## config.mk

```make
export PLATFORM = sky130hd
export DESIGN_NAME = rf_wb_sched_flat
export DESIGN_NICKNAME = d
export VERILOG_FILES = /design/src/rtl/rf_wb_sched_pkg.sv /design/src/rtl/rf_wb_sched_if.sv /design/src/rtl/rf_wb_sched_rr_pick2.sv /design/src/rtl/rf_wb_sched.sv /design/src/flat_wrapper.sv
export SDC_FILE = /design/constraint.sdc
export NUM_CORES = 1
export LEC_CHECK = 0
export ABC_AREA = 0
export BUFFER_PORTS_ARGS = -buffer_cell sky130_fd_sc_hd__buf_2
export CORE_MARGIN = 10
export CORE_UTILIZATION = 54
export CTS_CLUSTER_SIZE = 20
export DETAILED_ROUTE_END_ITERATION = 16
export PLACE_DENSITY = 0.89
export SKIP_CTS_REPAIR_TIMING = 1
export SLEW_MARGIN = 20
export SYNTH_ARGS = -nofsm -noshare
export SYNTH_HDL_FRONTEND = slang
export SYNTH_SLANG_ARGS = --single-unit
export TNS_END_PERCENT = 5
```

## constraint.sdc

```tcl
create_clock -name CLK -period 11.7 [get_ports CLK]
set_input_delay 0.585 -clock CLK [delete_from_list [all_inputs] [get_ports CLK]]
set_output_delay 0.585 -clock CLK [all_outputs]
set_load 0.05 [all_outputs]
```

## src/rtl/rf_wb_sched_pkg.sv

```systemverilog
// ---------------------------------------------------------------------------
// rf_sched_pkg
// Shared definitions for the RF write-back / free scheduler slice.
//   - Default widths and requester count used by the scheduler, its
//     interface and its sub-modules.
//   - rrNext  : round-robin successor of an index, wrapping at n.
//   - nameInc : wrap-around increment of an RF name, wrapping at numNames.
// ---------------------------------------------------------------------------
package rf_sched_pkg;

  localparam int DEF_NUM_REQ    = 4;
  localparam int DEF_NAME_WIDTH = 2;
  localparam int DEF_DATA_WIDTH = 32;

  // Next requester index in round-robin order.
  function automatic int rrNext(input int idx, input int n);
    return (idx + 1 >= n) ? 0 : idx + 1;
  endfunction

  // Next RF name; names wrap to zero after the last one.
  function automatic int nameInc(input int name, input int numNames);
    return (name + 1 >= numNames) ? 0 : name + 1;
  endfunction

endpackage

```

## src/rtl/rf_wb_sched_if.sv

```systemverilog
// ---------------------------------------------------------------------------
// rf_wb_sched_if
// Bundles every non-clock/reset signal of the write-back scheduler.
//   Requester side : REQ_VALID, REQ_NAME, REQ_DATA (in), REQ_READY (out)
//   RF write ports : NAME_IN_1/2, D_IN_1/2, WE_1/2 (out)
//   Free intake    : FREE_VALID, FREE_NAME (in), FREE_READY (out)
//   RF free port   : W_F, WFE (out), F_READY (in)
// Modport slave is the scheduler's view, master is the surrounding
// pipeline/RF view.
// ---------------------------------------------------------------------------
interface rf_wb_sched_if
  import rf_sched_pkg::*;
#(
  parameter int NUM_REQ    = DEF_NUM_REQ,
  parameter int name_width = DEF_NAME_WIDTH,
  parameter int data_width = DEF_DATA_WIDTH
);

  logic [NUM_REQ-1:0]            REQ_VALID;
  logic [NUM_REQ*name_width-1:0] REQ_NAME;
  logic [NUM_REQ*data_width-1:0] REQ_DATA;
  logic [NUM_REQ-1:0]            REQ_READY;

  logic [name_width-1:0]         NAME_IN_1;
  logic [data_width-1:0]         D_IN_1;
  logic                          WE_1;
  logic [name_width-1:0]         NAME_IN_2;
  logic [data_width-1:0]         D_IN_2;
  logic                          WE_2;

  logic                          FREE_VALID;
  logic [name_width-1:0]         FREE_NAME;
  logic                          FREE_READY;

  logic [name_width-1:0]         W_F;
  logic                          WFE;
  logic                          F_READY;

  modport slave (
    input  REQ_VALID, REQ_NAME, REQ_DATA, FREE_VALID, FREE_NAME, F_READY,
    output REQ_READY, NAME_IN_1, D_IN_1, WE_1, NAME_IN_2, D_IN_2, WE_2,
           FREE_READY, W_F, WFE
  );

  modport master (
    output REQ_VALID, REQ_NAME, REQ_DATA, FREE_VALID, FREE_NAME, F_READY,
    input  REQ_READY, NAME_IN_1, D_IN_1, WE_1, NAME_IN_2, D_IN_2, WE_2,
           FREE_READY, W_F, WFE
  );

endinterface

```

## src/rtl/rf_wb_sched_rr_pick2.sv

```systemverilog
// ---------------------------------------------------------------------------
// rr_pick2
// Combinational two-grant round-robin picker.
//   i_valid   : request vector
//   i_ptr     : index where the scan starts
//   o_grant1  : one-hot grant of the first valid requester found
//   o_grant2  : one-hot grant of the second valid requester found
//   o_nextPtr : one past the last granted index, or i_ptr when idle
// ---------------------------------------------------------------------------
module rr_pick2
  import rf_sched_pkg::*;
#(
  parameter int NUM_REQ = DEF_NUM_REQ,
  parameter int PTR_W   = $clog2(NUM_REQ)
) (
  input  logic [NUM_REQ-1:0] i_valid,
  input  logic [PTR_W-1:0]   i_ptr,
  output logic [NUM_REQ-1:0] o_grant1,
  output logic [NUM_REQ-1:0] o_grant2,
  output logic [PTR_W-1:0]   o_nextPtr
);

  int               w_scan;
  logic [PTR_W-1:0] w_idx1;
  logic [PTR_W-1:0] w_idx2;
  logic             w_found1;
  logic             w_found2;

  // Walk all requesters once starting at the pointer; the first two valid
  // ones win. The pointer then moves just past the last winner so the
  // losers are scanned first next time.
  always_comb begin
    o_grant1  = '0;
    o_grant2  = '0;
    w_idx1    = '0;
    w_idx2    = '0;
    w_found1  = 1'b0;
    w_found2  = 1'b0;
    w_scan    = int'(i_ptr);
    for (int k = 0; k < NUM_REQ; k++) begin
      if (i_valid[PTR_W'(w_scan)]) begin
        if (!w_found1) begin
          w_found1                  = 1'b1;
          w_idx1                    = PTR_W'(w_scan);
          o_grant1[PTR_W'(w_scan)]  = 1'b1;
        end else if (!w_found2) begin
          w_found2                  = 1'b1;
          w_idx2                    = PTR_W'(w_scan);
          o_grant2[PTR_W'(w_scan)]  = 1'b1;
        end
      end
      w_scan = rrNext(w_scan, NUM_REQ);
    end
    if (w_found2) begin
      o_nextPtr = PTR_W'(rrNext(int'(w_idx2), NUM_REQ));
    end else if (w_found1) begin
      o_nextPtr = PTR_W'(rrNext(int'(w_idx1), NUM_REQ));
    end else begin
      o_nextPtr = i_ptr;
    end
  end

endmodule

```

## src/rtl/rf_wb_sched.sv

```systemverilog
// ---------------------------------------------------------------------------
// rf_wb_sched
// Write-back and free scheduler in front of the bypass register file.
//   - Shares the RF's two write ports among NUM_REQ requesters with a
//     two-grant round-robin arbiter and one registered issue stage.
//   - Collects out-of-order free requests in a pending bitmap and retires
//     them to the RF strictly in name order.
// Ports:
//   CLK, RST : clock, synchronous active-high reset
//   bus      : rf_wb_sched_if.slave (requester bus, RF write ports,
//              free intake, RF free port)
// Optional build macro RF_WB_SCHED_CHECK_EN adds simulation-only checks
// (duplicate granted names, stuck free request, stalled RF free).
// ---------------------------------------------------------------------------
module rf_wb_sched
  import rf_sched_pkg::*;
#(
  parameter int NUM_REQ    = DEF_NUM_REQ,
  parameter int name_width = DEF_NAME_WIDTH,
  parameter int data_width = DEF_DATA_WIDTH
) (
  input logic          CLK,
  input logic          RST,
  rf_wb_sched_if.slave bus
);

  localparam int PTR_W     = $clog2(NUM_REQ);
  localparam int NUM_NAMES = 2 ** name_width;

  logic [PTR_W-1:0]      r_rrPtr;
  logic [NUM_REQ-1:0]    w_valid;
  logic [NUM_REQ-1:0]    w_grant1;
  logic [NUM_REQ-1:0]    w_grant2;
  logic [PTR_W-1:0]      w_nextPtr;
  logic                  w_any1;
  logic                  w_any2;
  logic [name_width-1:0] w_name1;
  logic [name_width-1:0] w_name2;
  logic [data_width-1:0] w_data1;
  logic [data_width-1:0] w_data2;

  logic                  r_we1;
  logic                  r_we2;
  logic [name_width-1:0] r_name1;
  logic [name_width-1:0] r_name2;
  logic [data_width-1:0] r_data1;
  logic [data_width-1:0] r_data2;

  logic [NUM_NAMES-1:0]  r_pending;
  logic [name_width-1:0] r_freePtr;
  logic                  w_freeReady;
  logic                  w_intake;
  logic                  w_hazard;
  logic                  w_wfe;
  logic                  w_retire;

  // Requests are masked during reset so no transfer is acknowledged while
  // the issue stage is being cleared.
  assign w_valid = RST ? '0 : bus.REQ_VALID;

  rr_pick2 #(
    .NUM_REQ (NUM_REQ),
    .PTR_W   (PTR_W)
  ) u_pick (
    .i_valid   (w_valid),
    .i_ptr     (r_rrPtr),
    .o_grant1  (w_grant1),
    .o_grant2  (w_grant2),
    .o_nextPtr (w_nextPtr)
  );

  assign w_any1 = |w_grant1;
  assign w_any2 = |w_grant2;

  // One-hot mux of the granted requesters' name and data onto the two slots.
  always_comb begin
    w_name1 = '0;
    w_name2 = '0;
    w_data1 = '0;
    w_data2 = '0;
    for (int i = 0; i < NUM_REQ; i++) begin
      if (w_grant1[i]) begin
        w_name1 = bus.REQ_NAME[i*name_width +: name_width];
        w_data1 = bus.REQ_DATA[i*data_width +: data_width];
      end
      if (w_grant2[i]) begin
        w_name2 = bus.REQ_NAME[i*name_width +: name_width];
        w_data2 = bus.REQ_DATA[i*data_width +: data_width];
      end
    end
  end

  // Issue stage: slot 1 always feeds port 1, so a lone grant lands there.
  // Name/data only reload on a grant and otherwise hold.
  always_ff @(posedge CLK) begin
    if (RST) begin
      r_rrPtr <= '0;
      r_we1   <= 1'b0;
      r_we2   <= 1'b0;
      r_name1 <= '0;
      r_name2 <= '0;
      r_data1 <= '0;
      r_data2 <= '0;
    end else begin
      r_rrPtr <= w_nextPtr;
      r_we1   <= w_any1;
      r_we2   <= w_any2;
      if (w_any1) begin
        r_name1 <= w_name1;
        r_data1 <= w_data1;
      end
      if (w_any2) begin
        r_name2 <= w_name2;
        r_data2 <= w_data2;
      end
    end
  end

  // A name may only be freed once no write to it is granted or staged,
  // otherwise the write would land in the RF after the owner was released.
  assign w_hazard = (r_we1  && (r_name1 == r_freePtr)) ||
                    (r_we2  && (r_name2 == r_freePtr)) ||
                    (w_any1 && (w_name1 == r_freePtr)) ||
                    (w_any2 && (w_name2 == r_freePtr));

  assign w_freeReady = !r_pending[bus.FREE_NAME];
  assign w_intake    = !RST && bus.FREE_VALID && w_freeReady;
  assign w_wfe       = !RST && r_pending[r_freePtr] && !w_hazard;
  assign w_retire    = w_wfe && bus.F_READY;

  // Intake and retire never touch the same bit in one cycle: retire needs
  // the bit already set while intake needs it clear.
  always_ff @(posedge CLK) begin
    if (RST) begin
      r_pending <= '0;
      r_freePtr <= '0;
    end else begin
      if (w_retire) begin
        r_pending[r_freePtr] <= 1'b0;
        r_freePtr <= name_width'(nameInc(int'(r_freePtr), NUM_NAMES));
      end
      if (w_intake) begin
        r_pending[bus.FREE_NAME] <= 1'b1;
      end
    end
  end

  assign bus.REQ_READY  = w_grant1 | w_grant2;
  assign bus.NAME_IN_1  = r_name1;
  assign bus.D_IN_1     = r_data1;
  assign bus.WE_1       = r_we1;
  assign bus.NAME_IN_2  = r_name2;
  assign bus.D_IN_2     = r_data2;
  assign bus.WE_2       = r_we2;
  assign bus.FREE_READY = w_freeReady;
  assign bus.W_F        = r_freePtr;
  assign bus.WFE        = w_wfe;

`ifdef RF_WB_SCHED_CHECK_EN
  int r_stuckFreeCnt;
  int r_stallWfeCnt;

  // Simulation-only sanity checks on the surrounding pipeline and RF.
  always_ff @(posedge CLK) begin
    if (RST) begin
      r_stuckFreeCnt <= 0;
      r_stallWfeCnt  <= 0;
    end else begin
      if (w_any2 && (w_name1 == w_name2)) begin
        $error("rf_wb_sched: duplicate name %0d granted in one cycle", w_name1);
      end
      if (bus.FREE_VALID && !w_freeReady) begin
        r_stuckFreeCnt <= r_stuckFreeCnt + 1;
        if (r_stuckFreeCnt >= 64) begin
          $error("rf_wb_sched: free of name %0d stuck behind pending bit", bus.FREE_NAME);
        end
      end else begin
        r_stuckFreeCnt <= 0;
      end
      if (w_wfe && !bus.F_READY) begin
        r_stallWfeCnt <= r_stallWfeCnt + 1;
        if (r_stallWfeCnt >= 64) begin
          $error("rf_wb_sched: RF free of name %0d not accepted", r_freePtr);
        end
      end else begin
        r_stallWfeCnt <= 0;
      end
    end
  end
`endif

endmodule
```

## src/flat_wrapper.sv

```systemverilog
// flat-port wrapper written by rule: the top's interface ports become plain ports
module rf_wb_sched_flat import rf_sched_pkg::*;
#(
  parameter int NUM_REQ    = DEF_NUM_REQ,
  parameter int name_width = DEF_NAME_WIDTH,
  parameter int data_width = DEF_DATA_WIDTH
)
  (CLK, RST, bus_REQ_VALID, bus_REQ_NAME, bus_REQ_DATA, bus_FREE_VALID, bus_FREE_NAME, bus_F_READY, bus_REQ_READY, bus_NAME_IN_1, bus_D_IN_1, bus_WE_1, bus_NAME_IN_2, bus_D_IN_2, bus_WE_2, bus_FREE_READY, bus_W_F, bus_WFE);
  rf_wb_sched_if #(.NUM_REQ(NUM_REQ), .name_width(name_width), .data_width(data_width)) bus_i ();
  input logic CLK;
  input logic RST;
  input wire logic [$bits(bus_i.REQ_VALID)-1:0] bus_REQ_VALID;
  input wire logic [$bits(bus_i.REQ_NAME)-1:0] bus_REQ_NAME;
  input wire logic [$bits(bus_i.REQ_DATA)-1:0] bus_REQ_DATA;
  input wire logic [$bits(bus_i.FREE_VALID)-1:0] bus_FREE_VALID;
  input wire logic [$bits(bus_i.FREE_NAME)-1:0] bus_FREE_NAME;
  input wire logic [$bits(bus_i.F_READY)-1:0] bus_F_READY;
  output wire logic [$bits(bus_i.REQ_READY)-1:0] bus_REQ_READY;
  output wire logic [$bits(bus_i.NAME_IN_1)-1:0] bus_NAME_IN_1;
  output wire logic [$bits(bus_i.D_IN_1)-1:0] bus_D_IN_1;
  output wire logic [$bits(bus_i.WE_1)-1:0] bus_WE_1;
  output wire logic [$bits(bus_i.NAME_IN_2)-1:0] bus_NAME_IN_2;
  output wire logic [$bits(bus_i.D_IN_2)-1:0] bus_D_IN_2;
  output wire logic [$bits(bus_i.WE_2)-1:0] bus_WE_2;
  output wire logic [$bits(bus_i.FREE_READY)-1:0] bus_FREE_READY;
  output wire logic [$bits(bus_i.W_F)-1:0] bus_W_F;
  output wire logic [$bits(bus_i.WFE)-1:0] bus_WFE;
  assign bus_i.REQ_VALID = bus_REQ_VALID;
  assign bus_i.REQ_NAME = bus_REQ_NAME;
  assign bus_i.REQ_DATA = bus_REQ_DATA;
  assign bus_i.FREE_VALID = bus_FREE_VALID;
  assign bus_i.FREE_NAME = bus_FREE_NAME;
  assign bus_i.F_READY = bus_F_READY;
  assign bus_REQ_READY = bus_i.REQ_READY;
  assign bus_NAME_IN_1 = bus_i.NAME_IN_1;
  assign bus_D_IN_1 = bus_i.D_IN_1;
  assign bus_WE_1 = bus_i.WE_1;
  assign bus_NAME_IN_2 = bus_i.NAME_IN_2;
  assign bus_D_IN_2 = bus_i.D_IN_2;
  assign bus_WE_2 = bus_i.WE_2;
  assign bus_FREE_READY = bus_i.FREE_READY;
  assign bus_W_F = bus_i.W_F;
  assign bus_WFE = bus_i.WFE;
  rf_wb_sched #(.NUM_REQ(NUM_REQ), .name_width(name_width), .data_width(data_width)) u_core (.CLK(CLK), .RST(RST), .bus(bus_i));
endmodule
```

; ---- Word-level counts from Yosys, hierarchy flattened
; Index checks and enable logic that the tools add are counted.
[word_totals]
ff_bits = 78
inputBits = 146
[classes]
n_addsub = 6
magnitude_cmp = 18
eq_ne = 4
muxes = 96
n_bitwise = 9
n_reduce_logical = 24
[op_table]
columns = cell, count
row1 = 32-bit 2-to-1 mux, 8
row2 = 4-bit 2-to-1 mux, 20
row3 = "32-bit by 4-bit greater-or-equal comparator with 1-bit output, second input constant", 2
row4 = 2-bit 2-to-1 mux, 29
row5 = 4-bit bitwise OR, 7
row6 = 1-bit 2-to-1 mux, 26
row7 = "2-bit by 4-bit < comparator with 1-bit output, second input constant", 4
row8 = 1-bit logical AND, 15
row9 = "2-bit by 1-bit adder with 3-bit output, second input constant", 4
row10 = 1-bit binary-select mux with 2-bit select, 6
row11 = 1-bit demux with 2-bit select, 6
row12 = "2-bit by 1-bit greater-or-equal comparator with 1-bit output, second input constant", 6
row13 = "3-bit greater-or-equal comparator, second input constant", 3
row14 = 2-bit equality test, 4
row15 = 4-bit OR reduction, 2
row16 = "2-bit by 3-bit < comparator with 1-bit output, second input constant", 2
row17 = "4-bit by 1-bit adder with 5-bit output, second input constant", 1
row18 = "5-bit by 3-bit greater-or-equal comparator with 1-bit output, second input constant", 1
row19 = "3-bit by 1-bit adder with 4-bit output, second input constant", 1
row20 = 4-bit bitwise AND, 1
row21 = 4-bit inverter, 1
row22 = 1-bit logical NOT, 3
row23 = 1-bit logical OR, 3
row24 = 3-bit 2-to-1 mux, 1
row25 = 2-bit nonzero test, 1

; ---- Longest topological paths before layout
; Gate-level depths: netlist (run 1).
[logic_depth]
depth_word = 32
depth_mapped = 15
ltp_nobuf = 13

; ---- By module
; A second synthesis (run 1) with hierarchy kept.
[unflattened]
cells_unflattened = 753
hier_area_um2 = 5675.4
[modules_own_cells]
columns = mod, instances, cells_per_inst, area_per_inst_um2, seq_area_each_um2
row1 = rf_wb_sched, 1, 616, 4737.0, 1561.5
row2 = rr_pick2, 1, 137, 938.4, 0.0

; ---- Worst setup path before layout (run 1)
; Ideal clock, no wire load.
[synth_path]
path_kind = register -> output
startpoint = register u_core.r_rrPtr[1]
endpoint = output port bus_WFE
t_arrival_ns = 4.257
required_ns = 11.115
slack_ns = 6.858
path_stages_with_launch = 14
n_path_buf = 1
path_cell_list = dfxtp_1 ha_1 nor2_1 fa_1 or4b_1 a211oi_2 nor3_2 a311o_1 and2_1 buf_6 a311oi_4 o311a_1 o41ai_4 nor2_1
[synth_via]
elab_chain_cells = 27
[synth_lines]
columns = item, line
row1 = start: declaration, rf_wb_sched.sv:30  ; logic [PTR_W-1:0] r_rrPtr;
row2 = start signal: assignment, rf_wb_sched.sv:105  ; r_rrPtr <= w_nextPtr;
row3 = branches (longest 24 deep; another with 32-bit by 4-bit greater-or-equal comparator with 1-bit output), n/a
row4 = 1-bit logical OR (*), rf_wb_sched.sv:123  ; (w_any1 && (w_name1 == r_freePtr)) ||
row5 = 1-bit logical NOT (*), rf_wb_sched.sv:128  ; assign w_wfe = !RST && r_pending[r_freePtr] && !w_hazard;
row6 = 1-bit logical AND (*), rf_wb_sched.sv:128
row7 = end: declaration, flat_wrapper.sv:27  ; output wire logic [$bits(bus_i.WFE)-1:0] bus_WFE;
; Mark *: on every way between the ends. The select of a mux whose other input is x is not followed.

; ---- Worst setup path in the final report (run 1)
[layout_path]
startpoint = register u_core.r_rrPtr[0]
endpoint = output port bus_WFE
; The elaborated chain is that of the path after synthesis.

==> results of run 1 <==
## synthesized netlist by cell type (7+ instances only)
cell	n	area share [%]
a21oi_1	10	0.87
a22oi_1	33	4.3
a311oi_1	38	5.8
buf_1	7	0.46
clkbuf_1	54	3.5
dfxtp_1	78	27
ha_1	11	2.4
inv_1	15	0.98
nand2_1	152	9.9
nand3_1	72	6.3
nor2_1	58	3.8
o211ai_1	35	4.6
o21ai_0	102	8.9
xnor2_1	7	1.1
## routing by layer
metal | vias to the layer above | GRT usage (%) | wire [microns]
li1 | 3372 | - | -
met2 | 483 | 44.1 | 10600
met3 | 70 | 7.57 | 2710
met4 | 0 | 12.7 | 831
met1 | 3336 | 35.8 | 8770
met5 | - | 0 | 0
## per-stage QoR
stage	total power, mW	util (%)
final	2.54	68.9
after global routing	2.71	68.8
after CTS	2.52	68.8
after detailed placement	2.30	66.8
after global placement	2.28	66.8
after floorplan	1.86	-
## kinds of logic after synthesis
logic type,count (synthesis)
AO/OA/AOI/OAI,294
AND/OR/NAND/NOR,325
XOR/XNOR,8
flip-flops,78
buffers and inverters,83
multiplexers,7
adder cells (fa/ha/maj),12
## worst max-delay path: stages, from the launching register on
cell and delay, ns:
dfxtp_1 0.68, ha_1 0.52, nor2_1 0.20, fa_1 0.59, or4b_1 0.58, a211oi_2 0.34
nor3_2 0.17, a2111oi_1 0.93, nor3_4 0.06, buf_4 0.31, o311a_1 0.36, nor3_1 0.21
nor2_1 0.08, buf_2 0.22
## state kept, by name, summed over array words and instances (netlist names)
name / cells
u_core.bus.NAME_IN_1: 2
u_core.r_pending: 4
u_core.bus.D_IN_1: 32
u_core.bus.D_IN_2: 32
u_core.bus.NAME_IN_2: 2
u_core.r_rrPtr: 2
u_core.bus.WE_2: 1
u_core.bus.WE_1: 1
u_core.bus.W_F: 2
## cell usage in the layout (no fill, tap or decap), types with 3 or more instances in the layout
master,Yosys,final
o21ai_0,102,102
o21ai_1,4,3
o221ai_1,4,3
a21oi_1,10,10
mux2i_1,3,3
dfxtp_1,78,78
diode_2,0,4
ha_1,11,11
nand2_1,152,152
nand2b_1,6,6
or3_1,3,3
o31ai_1,4,4
a22oi_1,33,33
nor2_2,2,4
o21a_1,6,6
a21boi_0,3,3
nor3_1,6,6
nor2_1,58,56
xnor2_1,7,7
clkbuf_8,0,10
o211ai_1,35,35
and3_1,4,4
a211oi_1,4,4
inv_1,15,15
buf_2,3,223
a31oi_1,6,6
a311oi_1,38,38
buf_4,1,13
o31a_1,3,3
a222oi_1,3,3
nand3_1,72,72
## path summary, 6_finish.rpt
check	endpoint	slack, ns	start
max	bus_WFE	5.48	u_core.r_rrPtr[0]
min	u_core.bus.D_IN_1[20]	0.47	bus_REQ_DATA[116]
max reg2reg	u_core.bus.W_F[1]	6.02	u_core.r_rrPtr[0]
min reg2reg	u_core.bus.D_IN_1[5]	0.48	u_core.bus.D_IN_1[5]
## layout make-up
type | instances | area share (%)
inverter | 15 | 0.788
sequential | 78 | 21.8
clock buffer | 10 | 1.93
tap | 136 | 2.38
timing repair buffer | 236 | 17.0
clock inverter | 6 | 0.980
multi-input combinational | 646 | 55.0
antenna | 4 | 0.140
## power groups by stage
stage / registers, mW / clock network (mW) / logic, mW
2_1_floorplan: 0.910 / 0 / 0.950
3_3_place_gp: 0.494 / 0 / 1.78
3_5_place_dp: 0.494 / 0 / 1.80
4_1_cts: 0.493 / 0.222 / 1.81
5_1_grt: 0.508 / 0.231 / 1.97
6_report: 0.497 / 0.222 / 1.82
==> metrics.md, run 1 <==
| Metric | Value |
|---|---|
| Max cap viols | 0 |
| First-pass GRT wire length | 34.9 mm |
| Comb power frac | 71.7% |
| Final Max Tran Viols | 0 |
| Post-synth EDFFs | 0 |
| Vias in the first global route | 6837 |
| Leak | 3.13 nW |
| Total gr overflow | 0 |
| Hold slack | 0.472 ns |
| Switching Fraction | 59.3% |
| FMAX | 0.161 GHz |
| Placement Rows | 37 |
| Clk buf depth | 2 |
| Core Footprint | 10400 sq um |
| # clock sinks | 78 |
| Post-Syn Area | 5760 sq um |
| Placed insts | 1111 |
| Root buffer cell | clkbuf_8 |
| Sequential power share | 19.5% |
| Layout cell share with drive strength beyond 1 | 28.0% |
| Final instance area | 7150 sq um |
| H-tree lvl count | 3 |
| Clock share of power | 8.7% |
| Min cycle time layout | 6.22 ns |
| Post-Synth Simple-Gate Area | 25.1% |
| Compound-Gate Fraction of Synth Area | 36.1% |
| Post-synthesis async set-or-reset flop share | 0% |
| IR drop worst, VDD | 217 uV |
| Routed length per placed instance | 20.2 microns |
| PnR worst setup slack | 5.48 ns |
| Synth Net Count | 965 |
| Storage cell area | 1560 sq um |
| Largest family of logic cells by synthesized area | compound AO/OA/AOI/OAI gates |
| Commonest register cell after synthesis | dfxtp_1 |
| Worst-margin pin slew | 1.03 ns |
| Post-synthesis sequential area ratio | 27.1% |
| P&R area growth vs syn | 24.1% |
| Outcome | complete, no violations |
| CP Launch Type | flop |
| Sum of negative setup slack | 0 ns |
| Adder-Cell Fraction of Synth Area | 2.74% |
| Final Skew | 0.0147 ns |
| Area of the multi-input gates | 3930 sq um |
| RSZ-0062 raised after global routing | false |
| Clock Pin Slew Worst Setup and Hold Paths | 0.10 ns |
| Final Hold Viols | 0 |
| Layout Cells excl Fill | 1131 |
| Netlist cell types | 80 |
| Hold path cells | 3 |
| Setup crit end kind | output pin |
| Final Wtd Congestion | 0.970 |
| 1st-iter DRT viols | 919 |
| Via/cell ratio | 6.42 |
| Synth warn | 0 |
| Type of the most critical hold path | in2reg |
| Psw | 1.51 mW |
| Rel. slew slack | 31.5% |
| # setup viols final | 0 |
| Worst EP arrival | 5.63 ns |
| Die ar. | 15200 sq um |
| Placed cell area | 6930 sq um |
| Internal Power | 1.04 mW |
| Pre-CTS setup slack | 5.99 ns |
| Via count | 7261 |
| Initial Utilization | 55.6% |
| Clk_lat worst skew | 0.37 ns |
| CTS tree | built |
| NumNets Final | 1144 |
| CP Class | reg2out |
| Die span in y | 123 microns |
| DRC viols | 0 |
| Critical Path Fanout Max | 37 |
| CTS buffer count | 9 |
| Number of primary I/O pins | 224 |
| Initial antenna violation count | 1 |
| #FFs+latches synth | 78 |
| Routed WL | 22.9 mm |
| Cells after Synth | 807 |
| Largest net degree at the start of global routing | 70 |
| Die X | 123 microns |
| Synth Area in XOR/XNOR | 1.22% |
| Req. time, crit path | 11.12 ns |
| Tot GR Track Use | 28.3% |
| P per Cell Area | 356 nW/um^2 |
| Filler cells | 937 |
| Mux contribution to synthesized area | 1.76% |
| Antenna Nets Post-Route | 0 |
| Fin crit share | 53.1% |
| R2R depth | 13 |
| Post-DP HPWL | 16.8 mm |
| Mean post-synth cell area | 7.14 sq um |
| I/O Buffers | 223 |
| Pre-antenna DRT Iters | 5 |
Note: power is estimated with default switching activity, not from simulation.
==> run 2: changes to the inputs <==
--- a/config.mk
+++ b/config.mk
@@ -5,13 +5,13 @@
 export SDC_FILE = /design/constraint.sdc
 export NUM_CORES = 1
 export LEC_CHECK = 0
-export ABC_AREA = 0
+export ABC_AREA = 1
 export BUFFER_PORTS_ARGS = -buffer_cell sky130_fd_sc_hd__buf_2
 export CORE_MARGIN = 10
-export CORE_UTILIZATION = 54
+export CORE_UTILIZATION = 45
 export CTS_CLUSTER_SIZE = 20
 export DETAILED_ROUTE_END_ITERATION = 16
-export PLACE_DENSITY = 0.89
+export PLACE_DENSITY = 0.8
 export SKIP_CTS_REPAIR_TIMING = 1
 export SLEW_MARGIN = 20
 export SYNTH_ARGS = -nofsm -noshare
==> constraint.sdc (replaced) <==
create_clock -name CLK -period 5.35 [get_ports CLK]
set_input_delay 0.2675 -clock CLK [delete_from_list [all_inputs] [get_ports CLK]]
set_output_delay 0.2675 -clock CLK [all_outputs]
set_load 0.05 [all_outputs]
==> run 2 against run 1 <==
Against the previous run:
- cell area down 2.6%
- via count up 0.47%
- synthesized area down 5.0%
- final cell count up 3.8%
- global-route usage down 1.9 points
==> metrics.md, run 2 <==
| Metric | Value |
|---|---|
| FMAX | 0.210 GHz |
| Final Wtd Congestion | 0.971 (about the same) |
| Synth warn | 0 (unchanged) |
| Die span in y | 130 microns (+5.7%) |
| Largest net degree at the start of global routing | 50 (-29%) |
| Most frequent cells in the layout | buf_2, nand2_1, a21oi_1 |
| Antenna Nets Post-Route | 0 (unchanged) |
| Tot GR Track Use | 26.3% (-1.9 points) |
| Top cell type's share of synthesized area | 28.5% (+1.4 points) |
| R2R depth | 15 (+2) |
| Top-count cell post-synth | nand2_1 |
| Layout cell share with drive strength beyond 1 | 29.0% (+1.0 points) |
| First-pass GRT wire length | 35.8 mm (+2.5%) |
| Filler cells | 1173 (+25%) |
| Area leader, netlist | dfxtp_1 |
| Type of the most critical hold path | in2reg |
| Post-synthesis async set-or-reset flop share | 0% (unchanged) |
| Critical Path Fanout Max | 33 (-11%) |
| Storage cell area | 1560 sq um (unchanged) |
| Cells after Synth | 830 (+2.9%) |
| Via/cell ratio | 6.21 (-3.2%) |
| Vias in the first global route | 6704 (-1.9%) |
| 1st-iter DRT viols | 915 (-0.44%) |
| Placed insts | 1156 (+4.1%) |
| Worst EP arrival | 4.50 ns (-1.13 ns) |
| Die X | 130 microns (+5.7%) |
| Critical path's slowest cell | inv_1 |
| Outcome | complete, no violations |
| #FFs+latches synth | 78 (unchanged) |
| Rel. slew slack | 33.7% (+2.2 points) |
| Mean post-synth cell area | 6.59 sq um (-7.7%) |
| H-tree lvl count | 3 (unchanged) |
| Setup crit end kind | output pin |
| Pre-CTS setup slack | 1.06 ns (-4.93 ns) |
| Netlist cell types | 38 (-53%) |
| Placement Rows | 40 (+8.1%) |
| CTS tree | built |
| Number of primary I/O pins | 224 (unchanged) |
| Layout Cells excl Fill | 1174 (+3.8%) |
| Worst Setup SP | u_core.r_rrPtr[0] |
| DRC viols | 0 (unchanged) |
| NumNets Final | 1178 (+3.0%) |
| CP dominant cell by count | nand3_1 |
| I/O Buffers | 223 (unchanged) |
| Initial antenna violation count | 1 (unchanged) |
| Synth Net Count | 988 (+2.4%) |
| Total gr overflow | 0 (unchanged) |
| CP Launch Type | flop |
| Commonest register cell after synthesis | dfxtp_1 |
| RSZ-0062 raised after global routing | false |
| Final Skew | 0.00584 ns (-0.00890 ns) |
| Worst-margin pin slew | 0.993 ns (-0.0322 ns) |
| CP Class | reg2out |
| Crit path cell chain | ha_1, nor2_2, fa_1, nor2_1, nand3_1, nand2_2, nor2_4, nand2_1, nand3_2, buf_4, inv_1, nand3_1, buf_2 |
| Post-DP HPWL | 17.0 mm (+1.3%) |
| P&R area growth vs syn | 27.3% |
| Clk buf depth | 2 (unchanged) |
| Synth top area cells | dfxtp_1, nand2_1, a21oi_1, o21ai_0, nand3_1 |
| Commonest non-fill, non-tap cell in the layout | buf_2 |
| Hold path cells | 3 (unchanged) |
| Final Max Tran Viols | 0 (unchanged) |
| Max cap viols | 0 (unchanged) |
| Crit path largest cell delay | 0.74 ns (-0.19 ns) |
| Final Hold Viols | 0 (unchanged) |
| Req. time, crit path | 5.08 ns (-6.04 ns) |
| Flop-to-flop setup slack | 0.91 ns (-5.11 ns) |
| Clk_lat worst skew | 0.35 ns (-0.02 ns) |
| Routed length per placed instance | 20.2 microns (about the same) |
| Via count | 7295 (+0.47%) |
| Post-synth EDFFs | 0 (unchanged) |
| # clock sinks | 78 (unchanged) |
| Pre-antenna DRT Iters | 6 (+1) |
| Worst R2R Start | u_core.r_rrPtr[0] |
| Post-synthesis sequential area ratio | 28.5% (+1.4 points) |
| PnR worst setup slack | 0.579 ns (-4.90 ns) |
| CTS buffer count | 9 (unchanged) |
| Die ar. | 17000 sq um (+12%) |
| Commonest cells in the netlist | nand2_1, a21oi_1, o21ai_0, nand3_1, dfxtp_1 |
| Initial Utilization | 45.7% (-9.8 points) |
| Clock Pin Slew Worst Setup and Hold Paths | 0.06 ns (-0.04 ns) |
| Area of the multi-input gates | 3500 sq um (-11%) |
| # setup viols final | 0 (unchanged) |
| Core Footprint | 12000 sq um (+15%) |
| WHS Endpoint | u_core.bus.D_IN_2[26] |
| Post-Syn Area | 5470 sq um (-5.0%) |
| Fin crit share | 89.2% |
| Reg2reg end | u_core.bus.D_IN_1[13] |
| Sum of negative setup slack | 0 ns (unchanged) |
| Worst Min Path Start | bus_REQ_DATA[122] |
| Routed WL | 23.8 mm (+3.8%) |
| Root buffer cell | clkbuf_16 |
| Min cycle time layout | 4.77 ns |
[run 2: cell count changes after synthesis, sizes merged, moves of 7 or more]
cell and change:
a21oi +106, a221oi +33, a22oi -33, a311oi -39, buf +7, clkbuf -16, inv +28, nand2 +28
nand3 +32, nor2 -25, o211ai -35, o21ai +8, o311ai +32
[run 2: layout make-up]
cell class,count,area share [%]
Clock inverter,4,1.01
Sequential cell,78,22.4
Tap cell,147,2.64
Clock buffer,12,3.54
Multi-Input combinational cell,648,50.3
Inverter,45,2.43
Timing Repair Buffer,238,17.6
Antenna cell,2,0.0719
[run 2: worst max path at each step]
stage                  endpoint  slack [ns]
3_3_place_gp   bus_REQ_READY[2]        1.12
3_5_place_dp   bus_REQ_READY[2]        1.06
4_1_cts        bus_REQ_READY[2]        0.67
2_1_floorplan           bus_WFE        1.87
5_1_grt        bus_REQ_READY[2]        0.25
6_report       bus_REQ_READY[2]        0.58
[run 2: routing by layer]
layer	vias to the layer above	wire length, microns	track usage [%]
li1	3358	-	-
met1	3304	8930	32.5
met2	570	10800	42.2
met3	63	3360	9.49
met4	0	664	7.41
met5	-	0	0
[run 2: critical path: cells and delay by family, from the launching register on]
family | cells | cell delay [ns]
and+or+nand+nor | 8 | 1.41
buffers and inverters | 3 | 1.44
adders and majority gates | 2 | 0.76
DFF | 1 | 0.53
[run 2: cell families (layout without fill, tap and decap cells)]
logic type | Yosys count | count (layout) | share of synthesized area, %
compound gates | 305 | 305 | 33.1
xor+xnor | 2 | 2 | 0.320
fa+ha+maj | 12 | 12 | 2.88
buf+inv | 104 | 299 | 7.59
flops | 78 | 78 | 28.5
other cells | 0 | 2 | 0
simple gates | 329 | 329 | 27.6
[run 2: stage by stage]
stage | instance area [sq um] | hold WS, ns | util (%)
floorplan | 5470 | 0.400 | -
CTS | 6960 | 0.152 | 58.2
detailed placement | 6640 | 0.455 | 55.5
finish | 6970 | 0.161 | 58.2
global placement | 6640 | 0.453 | 55.5
global route | 6960 | 0.151 | 58.2
Power of run 2 is not shown: default switching activity piles up to over one toggle a cycle in this logic, so the estimate is an artifact.
==> run 3: changes to the inputs <==
--- a/config.mk
+++ b/config.mk
@@ -5,7 +5,6 @@
 export SDC_FILE = /design/constraint.sdc
 export NUM_CORES = 1
 export LEC_CHECK = 0
-export ABC_AREA = 1
 export BUFFER_PORTS_ARGS = -buffer_cell sky130_fd_sc_hd__buf_2
 export CORE_MARGIN = 10
 export CORE_UTILIZATION = 45
==> run 3 against run 2 <==
Against the previous run:
- clock-buffer cell count down 2
- hold slack better by 0.0019 ns
- final cell count fell by 0.34%
- sequential cell count is the same
- register-to-register slack worse by 0.38 ns
- die area grew 4.5%
- fmax decreased by 6.3%
- core utilization is 0.37 points higher
- critical path depth did not move
- wire length up 2.2%
- clock skew increased by 0.0028 ns
==> metrics.md, run 3 (same netlist as run 1, synthesis figures left out) <==
| Metric | Value |
|---|---|
| CP Class | reg2out |
| Hold slack | 0.163 ns (+0.00185 ns) |
| Routed length per placed instance | 20.8 microns (+2.5%) |
| RSZ-0062 raised after global routing | false |
| P&R area growth vs syn | 27.9% |
| Final Skew | 0.00864 ns (+0.00281 ns) |
| Initial Utilization | 45.8% (+0.10 points) |
| Worst EP arrival | 4.82 ns (+0.32 ns) |
| Largest net degree at the start of global routing | 69 (+38%) |
| Outcome | complete, no violations |
| 1st-iter DRT viols | 868 (-5.1%) |
| Final Max Tran Viols | 0 (unchanged) |
| Critical Path Fanout Max | 16 (-52%) |
| Root buffer cell | clkbuf_16 |
| Total power | 5.85 mW |
| CP bufs+invs | 1 (-2) |
| Layout Cells excl Fill | 1170 (-0.34%) |
| NumNets Final | 1148 (-2.5%) |
| First-pass GRT wire length | 37.8 mm (+5.5%) |
| DRC viols | 0 (unchanged) |
| Type of the most critical hold path | in2reg |
| Worst-margin pin slew | 0.867 ns (-0.125 ns) |
| Setup crit end kind | output pin |
| P per Cell Area | 794 nW/um^2 |
| Vias in the first global route | 6918 (+3.2%) |
| H-tree lvl count | 3 (unchanged) |
| Clk buf depth | 2 (unchanged) |
| Most frequent cells in the layout | buf_2, nand2_1, o21ai_0 |
| Tot GR Track Use | 25.8% (-0.54 points) |
| Commonest non-fill, non-tap cell in the layout | buf_2 |
| Via count | 7275 (-0.27%) |
| Number of primary I/O pins | 224 (unchanged) |
| Leak | 3.21 nW |
| Die span in y | 133 microns (+2.2%) |
| Placed cell area | 7020 sq um (+5.6%) |
| Antenna Nets Post-Route | 0 (unchanged) |
| Final Hold Viols | 0 (unchanged) |
| CP Launch Type | flop |
| Clock Pin Slew Worst Setup and Hold Paths | 0.07 ns (about the same) |
| Die ar. | 17700 sq um (+4.5%) |
| CP top delay family | compound AO/OA/AOI/OAI gates |
| CTS tree | built |
| Min cycle time layout | 5.09 ns (+0.319 ns) |
| Pre-antenna DRT Iters | 8 (+2) |
| Total gr overflow | 0 (unchanged) |
| Placement Rows | 41 (+2.5%) |
| Final Wtd Congestion | 0.950 (-2.2%) |
| Core Footprint | 12600 sq um (+5.1%) |
| Final instance area | 7370 sq um (+5.7%) |
| Routed WL | 24.3 mm (+2.2%) |
| Placed insts | 1151 (-0.43%) |
| Critical path's slowest cell | fa_1 |
| I/O Buffers | 223 (unchanged) |
| Crit path cell chain | ha_1, nor2_2, fa_1, o211ai_2, or4b_4, o211a_1, a211o_1, and2_1, a311oi_4, o22ai_1, o41ai_4, nor2_1, buf_2 |
| Req. time, crit path | 5.08 ns (about the same) |
| Initial antenna violation count | 5 (+4) |
| # clock sinks | 78 (unchanged) |
| Crit path largest cell delay | 0.68 ns (-0.06 ns) |
| Clk_lat worst skew | 0.35 ns (about the same) |
| IR drop worst, VDD | 411 uV |
| Sum of negative setup slack | 0 ns (unchanged) |
| Max cap viols | 0 (unchanged) |
| Rel. slew slack | 42.2% (+8.4 points) |
| Via/cell ratio | 6.22 (about the same) |
| Post-DP HPWL | 17.6 mm (+3.2%) |
| Fin crit share | 95.1% (+6.0 points) |
| # setup viols final | 0 (unchanged) |
| Die X | 133 microns (+2.2%) |
| FMAX | 0.196 GHz (-6.3%) |
| CTS buffer count | 9 (unchanged) |
| Layout cell share with drive strength beyond 1 | 28.6% (-0.40 points) |
## run 3: cell types whose count changed in the layout (fill, tap and decap cells not counted), sizes merged, moves of 27 or more
cell / before / now
a21oi: 116 / 10
nand3: 104 / 72
a22oi: 0 / 33
nand2: 180 / 152
a221oi: 34 / 1
o211ai: 1 / 36
inv: 43 / 16
o311ai: 33 / 1
a311oi: 0 / 39
## run 3: layer usage
| layer | up-vias | global-route usage (%) | part of all wire (%) |
|---|---|---|---|
| li1 | 3381 | - | - |
| met1 | 3381 | 31.6 | 39 |
| met2 | 443 | 41.5 | 47 |
| met3 | 68 | 7.74 | 10 |
| met4 | 2 | 10.1 | 3.2 |
| met5 | - | 0 | 0.054 |
## run 3: final timing paths
kind	start	end	slack, ns	cells past startpoint
worst max-delay path	u_core.r_rrPtr[1]	bus_WFE	0.26	13
worst min-delay path	bus_REQ_DATA[96]	u_core.bus.D_IN_1[0]	0.16	3
worst max register to register	u_core.r_rrPtr[1]	u_core.bus.W_F[1]	0.53	13
worst min register to register	u_core.bus.D_IN_2[2]	u_core.bus.D_IN_2[2]	0.48	2
## run 3: worst register-to-register path, stage by stage (launching register included)
cell,delay (ns)
dfxtp_1,0.52
ha_1,0.26
nor2_2,0.08
fa_1,0.60
or4b_1,0.58
a211oi_2,0.34
nor3_2,0.17
o31ai_2,0.42
o22a_1,0.37
o31ai_1,0.17
o311a_1,0.38
o31ai_1,0.36
nor2_2,0.14
mux2_4,0.31
## run 3: stage by stage
step                setup WS (ns)  utilization [%]
global placement            0.621             55.8
detailed placement          0.529             55.8
global route               0.0705             58.6
CTS                         0.241             58.4
floorplan                   0.826                -
finish                      0.260             58.6
## run 3: cell type report
class / count / area [sq um]
Fill cell: 1212 / 5200
Multi-Input combinational cell: 646 / 3950
Sequential cell: 78 / 1560
Timing Repair Buffer: 240 / 1260
Clock buffer: 10 / 239
Tap cell: 172 / 215
Clock inverter: 5 / 81.3
Inverter: 15 / 56.3
Antenna cell: 4 / 10.0
## run 3: power by group
group	total, mW	leakage, nW	internal [mW]	switching, mW
clock	0.685	0.155	0.420	0.265
sequential	1.08	0.649	0.893	0.184
combinational	4.09	2.41	1.17	2.92
total	5.85	3.21	2.48	3.37
